==> src/rtl/iir_biquad_tdm_pkg.sv <==
// Shared constants, FSM encoding and width helpers for the TDM biquad filter.
package iir_pkg;

  localparam logic [2:0]  IDX_B0   = 3'd0;
  localparam logic [2:0]  IDX_B1   = 3'd1;
  localparam logic [2:0]  IDX_B2   = 3'd2;
  localparam logic [2:0]  IDX_A1   = 3'd3;
  localparam logic [2:0]  IDX_A2   = 3'd4;
  localparam int unsigned NUM_COEF = 5;

  typedef enum logic [1:0] {
    S_IDLE,
    S_MAC,
    S_WB,
    S_DONE
  } iir_state_t;

  function automatic int unsigned frac_bits(input int unsigned coeff_width);
    return coeff_width - 2;
  endfunction

  function automatic int unsigned acc_width(input int unsigned out_width,
                                            input int unsigned coeff_width);
    return out_width + coeff_width + 3;
  endfunction

endpackage

==> src/rtl/iir_biquad_tdm_mac.sv <==
// Shared multiply-accumulate unit with round-half-up and saturation of the result.
module iir_mac
  import iir_pkg::*;
#(
  parameter int unsigned OUTPUT_WIDTH = 16,
  parameter int unsigned COEFF_WIDTH  = 14
) (
  input  logic                           clk,
  input  logic                           rst_n,
  input  logic                           i_en,
  input  logic                           i_first,
  input  logic                           i_sub,
  input  logic signed [OUTPUT_WIDTH-1:0] i_sample,
  input  logic signed [COEFF_WIDTH-1:0]  i_coeff,
  output logic signed [OUTPUT_WIDTH-1:0] o_res,
  output logic                           o_sat
);
  localparam int unsigned AW = acc_width(OUTPUT_WIDTH, COEFF_WIDTH);
  localparam int unsigned F  = frac_bits(COEFF_WIDTH);
  localparam int unsigned PW = OUTPUT_WIDTH + COEFF_WIDTH;
  localparam int unsigned RW = AW - F + 1;

  localparam logic signed [AW:0]   HALF = (AW+1)'(longint'(1) << (F - 1));
  localparam logic signed [RW-1:0] SMAX = RW'((longint'(1) << (OUTPUT_WIDTH - 1)) - 1);
  localparam logic signed [RW-1:0] SMIN = -SMAX - RW'(1);

  logic signed [PW-1:0] w_prod;
  logic signed [AW-1:0] w_prod_ext;
  logic signed [AW-1:0] w_base;
  logic signed [AW-1:0] r_acc;
  logic signed [AW:0]   w_rnd;
  logic signed [RW-1:0] w_shift;

  assign w_prod     = PW'(i_sample) * PW'(i_coeff);
  assign w_prod_ext = AW'(w_prod);
  assign w_base     = i_first ? '0 : r_acc;
  assign w_rnd      = (AW+1)'(r_acc) + HALF;
  assign w_shift    = RW'(w_rnd >>> F);

  always_ff @(posedge clk or negedge rst_n) begin
    if (!rst_n) begin
      r_acc <= '0;
    end else if (i_en) begin
      r_acc <= i_sub ? (w_base - w_prod_ext) : (w_base + w_prod_ext);
    end
  end

  always_comb begin
    o_sat = 1'b0;
    o_res = w_shift[OUTPUT_WIDTH-1:0];
    if (w_shift > SMAX) begin
      o_sat = 1'b1;
      o_res = {1'b0, {(OUTPUT_WIDTH-1){1'b1}}};
    end else if (w_shift < SMIN) begin
      o_sat = 1'b1;
      o_res = {1'b1, {(OUTPUT_WIDTH-1){1'b0}}};
    end
  end

endmodule

==> src/rtl/iir_biquad_tdm.sv <==
// Multi-channel cascaded direct-form-I biquad filter sharing one MAC in time.
module iir_biquad_tdm
  import iir_pkg::*;
#(
  parameter int unsigned CHANNELS     = 2,
  parameter int unsigned SECTIONS     = 2,
  parameter int unsigned INPUT_WIDTH  = 12,
  parameter int unsigned OUTPUT_WIDTH = 16,
  parameter int unsigned COEFF_WIDTH  = 14,
  localparam int unsigned CHW = (CHANNELS > 1) ? $clog2(CHANNELS) : 1,
  localparam int unsigned AW  = $clog2(SECTIONS) + 3
) (
  input  logic                           clk,
  input  logic                           rst_n,
  input  logic                           x_valid,
  output logic                           x_ready,
  input  logic [CHW-1:0]                 x_chan,
  input  logic signed [INPUT_WIDTH-1:0]  x,
  input  logic                           coeff_we,
  input  logic [AW-1:0]                  coeff_addr,
  input  logic signed [COEFF_WIDTH-1:0]  coeff_data,
  output logic                           coeff_err,
  input  logic                           state_clr,
  output logic                           y_valid,
  output logic [CHW-1:0]                 y_chan,
  output logic signed [OUTPUT_WIDTH-1:0] y,
  output logic                           ovf,
  input  logic                           ovf_clr
);
  localparam int unsigned F  = frac_bits(COEFF_WIDTH);
  localparam int unsigned SW = (SECTIONS > 1) ? $clog2(SECTIONS) : 1;
  localparam logic signed [COEFF_WIDTH-1:0] UNITY = COEFF_WIDTH'(1) << F;

  iir_state_t                     r_state;
  logic [2:0]                     r_idx;
  logic [SW-1:0]                  r_sec;
  logic [CHW-1:0]                 r_chan;
  logic                           r_discard;
  logic signed [OUTPUT_WIDTH-1:0] r_xin;

  logic signed [OUTPUT_WIDTH-1:0] r_x1 [CHANNELS][SECTIONS];
  logic signed [OUTPUT_WIDTH-1:0] r_x2 [CHANNELS][SECTIONS];
  logic signed [OUTPUT_WIDTH-1:0] r_y1 [CHANNELS][SECTIONS];
  logic signed [OUTPUT_WIDTH-1:0] r_y2 [CHANNELS][SECTIONS];
  logic signed [COEFF_WIDTH-1:0]  r_coef [SECTIONS][NUM_COEF];

  logic                           r_y_valid;
  logic [CHW-1:0]                 r_y_chan;
  logic signed [OUTPUT_WIDTH-1:0] r_y;
  logic                           r_ovf;
  logic                           r_coeff_err;

  logic [CHW-1:0]                 w_ch;
  logic                           w_mac_en;
  logic                           w_first;
  logic                           w_sub;
  logic signed [OUTPUT_WIDTH-1:0] w_operand;
  logic signed [COEFF_WIDTH-1:0]  w_coeff;
  logic signed [OUTPUT_WIDTH-1:0] w_res;
  logic                           w_sat;

  // Discarded samples still walk the FSM; reads are steered to a legal channel.
  assign w_ch     = r_discard ? '0 : r_chan;
  assign w_mac_en = (r_state == S_MAC);
  assign w_first  = (r_idx == IDX_B0);
  assign w_sub    = (r_idx == IDX_A1) || (r_idx == IDX_A2);

  always_comb begin
    w_operand = r_xin;
    w_coeff   = r_coef[r_sec][IDX_B0];
    case (r_idx)
      IDX_B1: begin
        w_operand = r_x1[w_ch][r_sec];
        w_coeff   = r_coef[r_sec][IDX_B1];
      end
      IDX_B2: begin
        w_operand = r_x2[w_ch][r_sec];
        w_coeff   = r_coef[r_sec][IDX_B2];
      end
      IDX_A1: begin
        w_operand = r_y1[w_ch][r_sec];
        w_coeff   = r_coef[r_sec][IDX_A1];
      end
      IDX_A2: begin
        w_operand = r_y2[w_ch][r_sec];
        w_coeff   = r_coef[r_sec][IDX_A2];
      end
      default: ;
    endcase
  end

  iir_mac #(
    .OUTPUT_WIDTH (OUTPUT_WIDTH),
    .COEFF_WIDTH  (COEFF_WIDTH)
  ) u_mac (
    .clk      (clk),
    .rst_n    (rst_n),
    .i_en     (w_mac_en),
    .i_first  (w_first),
    .i_sub    (w_sub),
    .i_sample (w_operand),
    .i_coeff  (w_coeff),
    .o_res    (w_res),
    .o_sat    (w_sat)
  );

  // The last section's write-back runs in DONE so the output lands with x_ready.
  always_ff @(posedge clk or negedge rst_n) begin
    if (!rst_n) begin
      r_state     <= S_IDLE;
      r_idx       <= '0;
      r_sec       <= '0;
      r_chan      <= '0;
      r_discard   <= 1'b0;
      r_xin       <= '0;
      r_y_valid   <= 1'b0;
      r_y_chan    <= '0;
      r_y         <= '0;
      r_ovf       <= 1'b0;
      r_coeff_err <= 1'b0;
      for (int unsigned c = 0; c < CHANNELS; c++) begin
        for (int unsigned s = 0; s < SECTIONS; s++) begin
          r_x1[c][s] <= '0;
          r_x2[c][s] <= '0;
          r_y1[c][s] <= '0;
          r_y2[c][s] <= '0;
        end
      end
      for (int unsigned s = 0; s < SECTIONS; s++) begin
        for (int unsigned k = 0; k < NUM_COEF; k++) begin
          r_coef[s][k] <= (k == 0) ? UNITY : '0;
        end
      end
    end else begin
      r_y_valid   <= 1'b0;
      r_coeff_err <= 1'b0;
      if (ovf_clr) begin
        r_ovf <= 1'b0;
      end

      if (coeff_we) begin
        if (r_state != S_IDLE) begin
          r_coeff_err <= 1'b1;
        end else begin
          for (int unsigned s = 0; s < SECTIONS; s++) begin
            for (int unsigned k = 0; k < NUM_COEF; k++) begin
              if (coeff_addr == AW'(s * 8 + k)) begin
                r_coef[s][k] <= coeff_data;
              end
            end
          end
        end
      end

      case (r_state)
        S_IDLE: begin
          if (state_clr) begin
            for (int unsigned c = 0; c < CHANNELS; c++) begin
              for (int unsigned s = 0; s < SECTIONS; s++) begin
                r_x1[c][s] <= '0;
                r_x2[c][s] <= '0;
                r_y1[c][s] <= '0;
                r_y2[c][s] <= '0;
              end
            end
          end else if (x_valid) begin
            r_xin     <= OUTPUT_WIDTH'(x) << (OUTPUT_WIDTH - INPUT_WIDTH);
            r_chan    <= x_chan;
            r_discard <= (32'(x_chan) >= CHANNELS);
            r_sec     <= '0;
            r_idx     <= IDX_B0;
            r_state   <= S_MAC;
          end
        end
        S_MAC: begin
          if (r_idx == IDX_A2) begin
            r_idx   <= IDX_B0;
            r_state <= (r_sec == SW'(SECTIONS - 1)) ? S_DONE : S_WB;
          end else begin
            r_idx <= r_idx + 3'd1;
          end
        end
        S_WB, S_DONE: begin
          if (!r_discard) begin
            r_x2[w_ch][r_sec] <= r_x1[w_ch][r_sec];
            r_x1[w_ch][r_sec] <= r_xin;
            r_y2[w_ch][r_sec] <= r_y1[w_ch][r_sec];
            r_y1[w_ch][r_sec] <= w_res;
            if (w_sat) begin
              r_ovf <= 1'b1;
            end
          end
          r_xin <= w_res;
          if (r_state == S_DONE) begin
            r_state <= S_IDLE;
            if (!r_discard) begin
              r_y_valid <= 1'b1;
              r_y       <= w_res;
              r_y_chan  <= r_chan;
            end
          end else begin
            r_sec   <= r_sec + SW'(1);
            r_state <= S_MAC;
          end
        end
        default: r_state <= S_IDLE;
      endcase
    end
  end

  assign x_ready   = (r_state == S_IDLE) && !state_clr;
  assign y_valid   = r_y_valid;
  assign y_chan    = r_y_chan;
  assign y         = r_y;
  assign ovf       = r_ovf;
  assign coeff_err = r_coeff_err;

endmodule

==> config.mk <==
export PLATFORM = sky130hd
export DESIGN_NAME = iir_biquad_tdm
export DESIGN_NICKNAME = d
export VERILOG_FILES = /design/src/rtl/iir_biquad_tdm_pkg.sv /design/src/rtl/iir_biquad_tdm_mac.sv /design/src/rtl/iir_biquad_tdm.sv
export SDC_FILE = /design/constraint.sdc
export NUM_CORES = 2
export LEC_CHECK = 0
export CORE_ASPECT_RATIO = 1.5
export CORE_UTILIZATION = 58
export DETAILED_ROUTE_END_ITERATION = 10
export MAX_ROUTING_LAYER = met4
export PLACE_DENSITY = 0.78
export SETUP_SLACK_MARGIN = 0.05
export SLEW_MARGIN = 20
export SYNTH_ARGS = -nofsm -noshare
export SYNTH_HDL_FRONTEND = slang
export SYNTH_SLANG_ARGS = --single-unit
==> constraint.sdc <==
create_clock -name clk -period 11.5 [get_ports clk]
set_input_delay 2.875 -clock clk [delete_from_list [all_inputs] [get_ports clk]]
set_output_delay 2.875 -clock clk [all_outputs]
set_load 0.01 [all_outputs]
==> impl_metrics.env <==
export IMPL_status="finished, final reports clean"
export IMPL_slew_headroom=0.2693
export IMPL_synth_edf_count=0
export IMPL_cp_end_kind="register"
export IMPL_final_min_clock_period_ns=10.80
export IMPL_critPathMaxFanout=19
export IMPL_synthTopCellsByArea="dfrtp_1 (37%), fa_1 (14%), a22o_1 (7.0%)"
export IMPL_fmax_mhz=92.57
export IMPL_core_area_um2=53610
export IMPL_cts_htree_levels=2
export IMPL_synthCells=2877
export IMPL_synth_area_leader_cell="dfrtp_1"
export IMPL_io_buffers=57
export IMPL_top_usage_layer="met2"
export IMPL_synth_flop_cell="dfrtp_1"
export IMPL_fillers=4023
export IMPL_hp_class="reg -> reg"
export IMPL_holdBufCountCts=0
export IMPL_vias=23540
export IMPL_cts_buffers=45
export IMPL_cpPeakStageDelay_ns=0.80
export IMPL_path_common_cell="ha_1"
export IMPL_worst_pin_slew_ns=1.093
export IMPL_dpl_cell_area_um2=33110
export IMPL_yosysUniqueCellTypes=82
export IMPL_clk_pin_slew_ns=0.07
export IMPL_grt_max_degree=176
export IMPL_slew_violations=0
export IMPL_syn_area_um2=31480
export IMPL_grt_util_met1=0.3849
export IMPL_synthArstFlopShare=1.000
export IMPL_wl_per_cell_um=23.78
export IMPL_gp_congestion=0.9516
export IMPL_insertion_delay_ns=0.61
export IMPL_cts_tree="yes"
export IMPL_drv_cap=0
export IMPL_slowest_stage="o21ai_1"
export IMPL_cts_max_path_buffers=3
export IMPL_num_io_pins=58
export IMPL_num_rows=104
export IMPL_nets=3286
export IMPL_stdcell_area_um2=34940
export IMPL_met2_usage=0.5498
export IMPL_grtUsageTotal=0.3323
export IMPL_hold_viol_final=0
export IMPL_routed_wl_um=86700
export IMPL_areaGrowthSynthToFinish_pct=10.99
export IMPL_cts_root_buf="clkbuf_16"
export IMPL_drt_iter0_markers=2208
export IMPL_antenna_found_initial=0
export IMPL_syn_nets=3244
export IMPL_grt_pass1_wl_um=137300
export IMPL_grt_overflow=0
export IMPL_worst_clock_skew_ns=0.06398
export IMPL_critPathLaunchType="register"
export IMPL_drt_pass1_iterations=6
export IMPL_met3_usage=0.04408
export IMPL_setup_viol=0
export IMPL_grt_pass1_vias=24890
export IMPL_rsz0062_at_grt="false"
export IMPL_crit_type="reg -> reg"
export IMPL_die_area_um2=55230
export IMPL_period_share=0.9393
export IMPL_dp_hpwl_um=60050
export IMPL_ys_warn_count=0
export IMPL_detail_route_vias_per_cell=6.457
export IMPL_drc=0
export IMPL_avgSynthCellArea_um2=10.94
export IMPL_die_w_um=192.2
export IMPL_setup_tns_ns=0
export IMPL_ys_ff_latch=472
export IMPL_synth_seq_area_share=0.3753
export IMPL_yosysTopAreaCellShare=0.3736
export IMPL_initial_utilization=0.5872
export IMPL_worst_ep_arrival_time_ns=11.28
export IMPL_ant_nets=0
export IMPL_dieHeight_um=287.3
export IMPL_cts_sinks=472
export IMPL_drive_gt1_frac=0.1617
export IMPL_cp_required_ns=11.98
## worst paths after layout
check	to	start	depth (start not counted)	slack (ns)
max	u_mac.r_acc[31]	r_idx[0]	39	0.70
min	u_mac.r_acc[10]	u_mac.r_acc[10]	2	0.47
max reg2reg	u_mac.r_acc[31]	r_idx[0]	39	0.70
min reg2reg	u_mac.r_acc[10]	u_mac.r_acc[10]	2	0.47
max in group asynchronous	r_y2[27]	rst_n	3	7.08
min in group asynchronous	r_coef[34]	rst_n	1	2.22
## synth_stat cells (4+ instances only)
| master | number |
|---|---|
| a21oi_1 | 81 |
| clkbuf_1 | 122 |
| a211o_1 | 5 |
| nand2_1 | 194 |
| and3_1 | 10 |
| a22oi_1 | 43 |
| o211a_1 | 5 |
| fa_1 | 221 |
| nor3b_1 | 4 |
| o21a_1 | 18 |
| nor4_1 | 4 |
| ha_1 | 109 |
| or3_1 | 11 |
| inv_1 | 293 |
| nand3_1 | 49 |
| a211oi_1 | 7 |
| nand3b_1 | 5 |
| mux4_2 | 64 |
| o211ai_1 | 5 |
| nand2b_1 | 34 |
| a31oi_1 | 8 |
| o31ai_1 | 12 |
| o21ai_1 | 16 |
| o21ai_0 | 105 |
| a221o_1 | 4 |
| mux2i_1 | 24 |
| xor2_1 | 50 |
| or2_2 | 12 |
| and4_1 | 5 |
| nor3_1 | 19 |
| a21o_1 | 17 |
| buf_1 | 35 |
| a22o_1 | 251 |
| xnor2_1 | 45 |
| nor2b_1 | 21 |
| dfrtp_1 | 470 |
| buf_2 | 6 |
| mux2_2 | 161 |
| nor2_1 | 183 |
| o22ai_1 | 11 |
| nand4_1 | 5 |
| a221oi_1 | 20 |
| and2_1 | 57 |
## logic make-up after synthesis
kind of cell	after synthesis	synth area share
compound gates	649	0.1551
simple gates	623	0.09285
flops	472	0.3753
buf+inv	458	0.05497
fa+ha+maj	330	0.1839
mux	249	0.1110
xor+xnor	96	0.02695
## worst max-delay path: cells and delay by family (launching register included)
family / cells / cell delay [ns]
compound gates: 14 / 3.92
fa+ha+maj: 9 / 3.38
simple gates: 7 / 1.46
buf+inv: 7 / 0.96
xor+xnor: 2 / 0.57
flops: 1 / 0.42
## per-layer routing
metal	wire, µm	vias to the layer above
met1	31380	12040
met2	43840	1087
met3	5645	316
met5	0	-
met4	5828	0
li1	-	10110
## sequential cells by signal, summed over array words and instances, names as in the netlist, 2 cells and up
signal       count
r_y1            64
r_xin           16
r_coef         140
r_idx            3
r_y2            64
y               16
u_mac.r_acc     33
r_state          2
r_x2            64
r_x1            64
## cells in the final DEF (no fill, tap or decap), drive strengths merged, types with 20 or more instances in the layout
cell type	count
nand2	194
a221oi	20
nand2b	34
a22o	251
buf	102
xnor2	46
mux4	64
clkdlybuf4s50	56
a21oi	83
o21ai	122
inv	296
and2	58
mux2	161
fa	221
nor2b	22
mux2i	24
nor2	183
a22oi	43
nor3	21
nand3	49
dfrtp	470
clkbuf	65
ha	109
xor2	50
## what timing repair did
action	CTS	global route
setup buffers	0	13
gates resized for setup	0	19
setup endpoints to repair	0	3
## stage by stage
step	instances	util	hold slack [ns]	setup WS (ns)
2_1_floorplan	2877	-	0.4374	0.7629
3_3_place_gp	3547	0.6175	0.4505	0.3159
3_5_place_dp	3547	0.6176	0.4644	0.1049
4_1_cts	3631	0.6471	0.4795	0.1338
5_1_grt	3645	0.6517	0.4957	0.09270
6_report	3646	0.6517	0.4746	0.6975
## layout make-up
class | count | area (µm²) | area share
diodes | 1 | 2.502 | 0.00007162
clock buffers | 65 | 1331 | 0.03810
clock inverters | 19 | 247.7 | 0.007091
inverters | 294 | 1104 | 0.03159
multi-input cells | 1948 | 18130 | 0.5190
flip-flops and latches | 472 | 11820 | 0.3384
well taps | 689 | 862.1 | 0.02467
repair buffers | 158 | 1435 | 0.04108
Power is left out: the tool's default activity adds up to more than one toggle a clock period on the data nets, which glitch-free logic cannot reach.
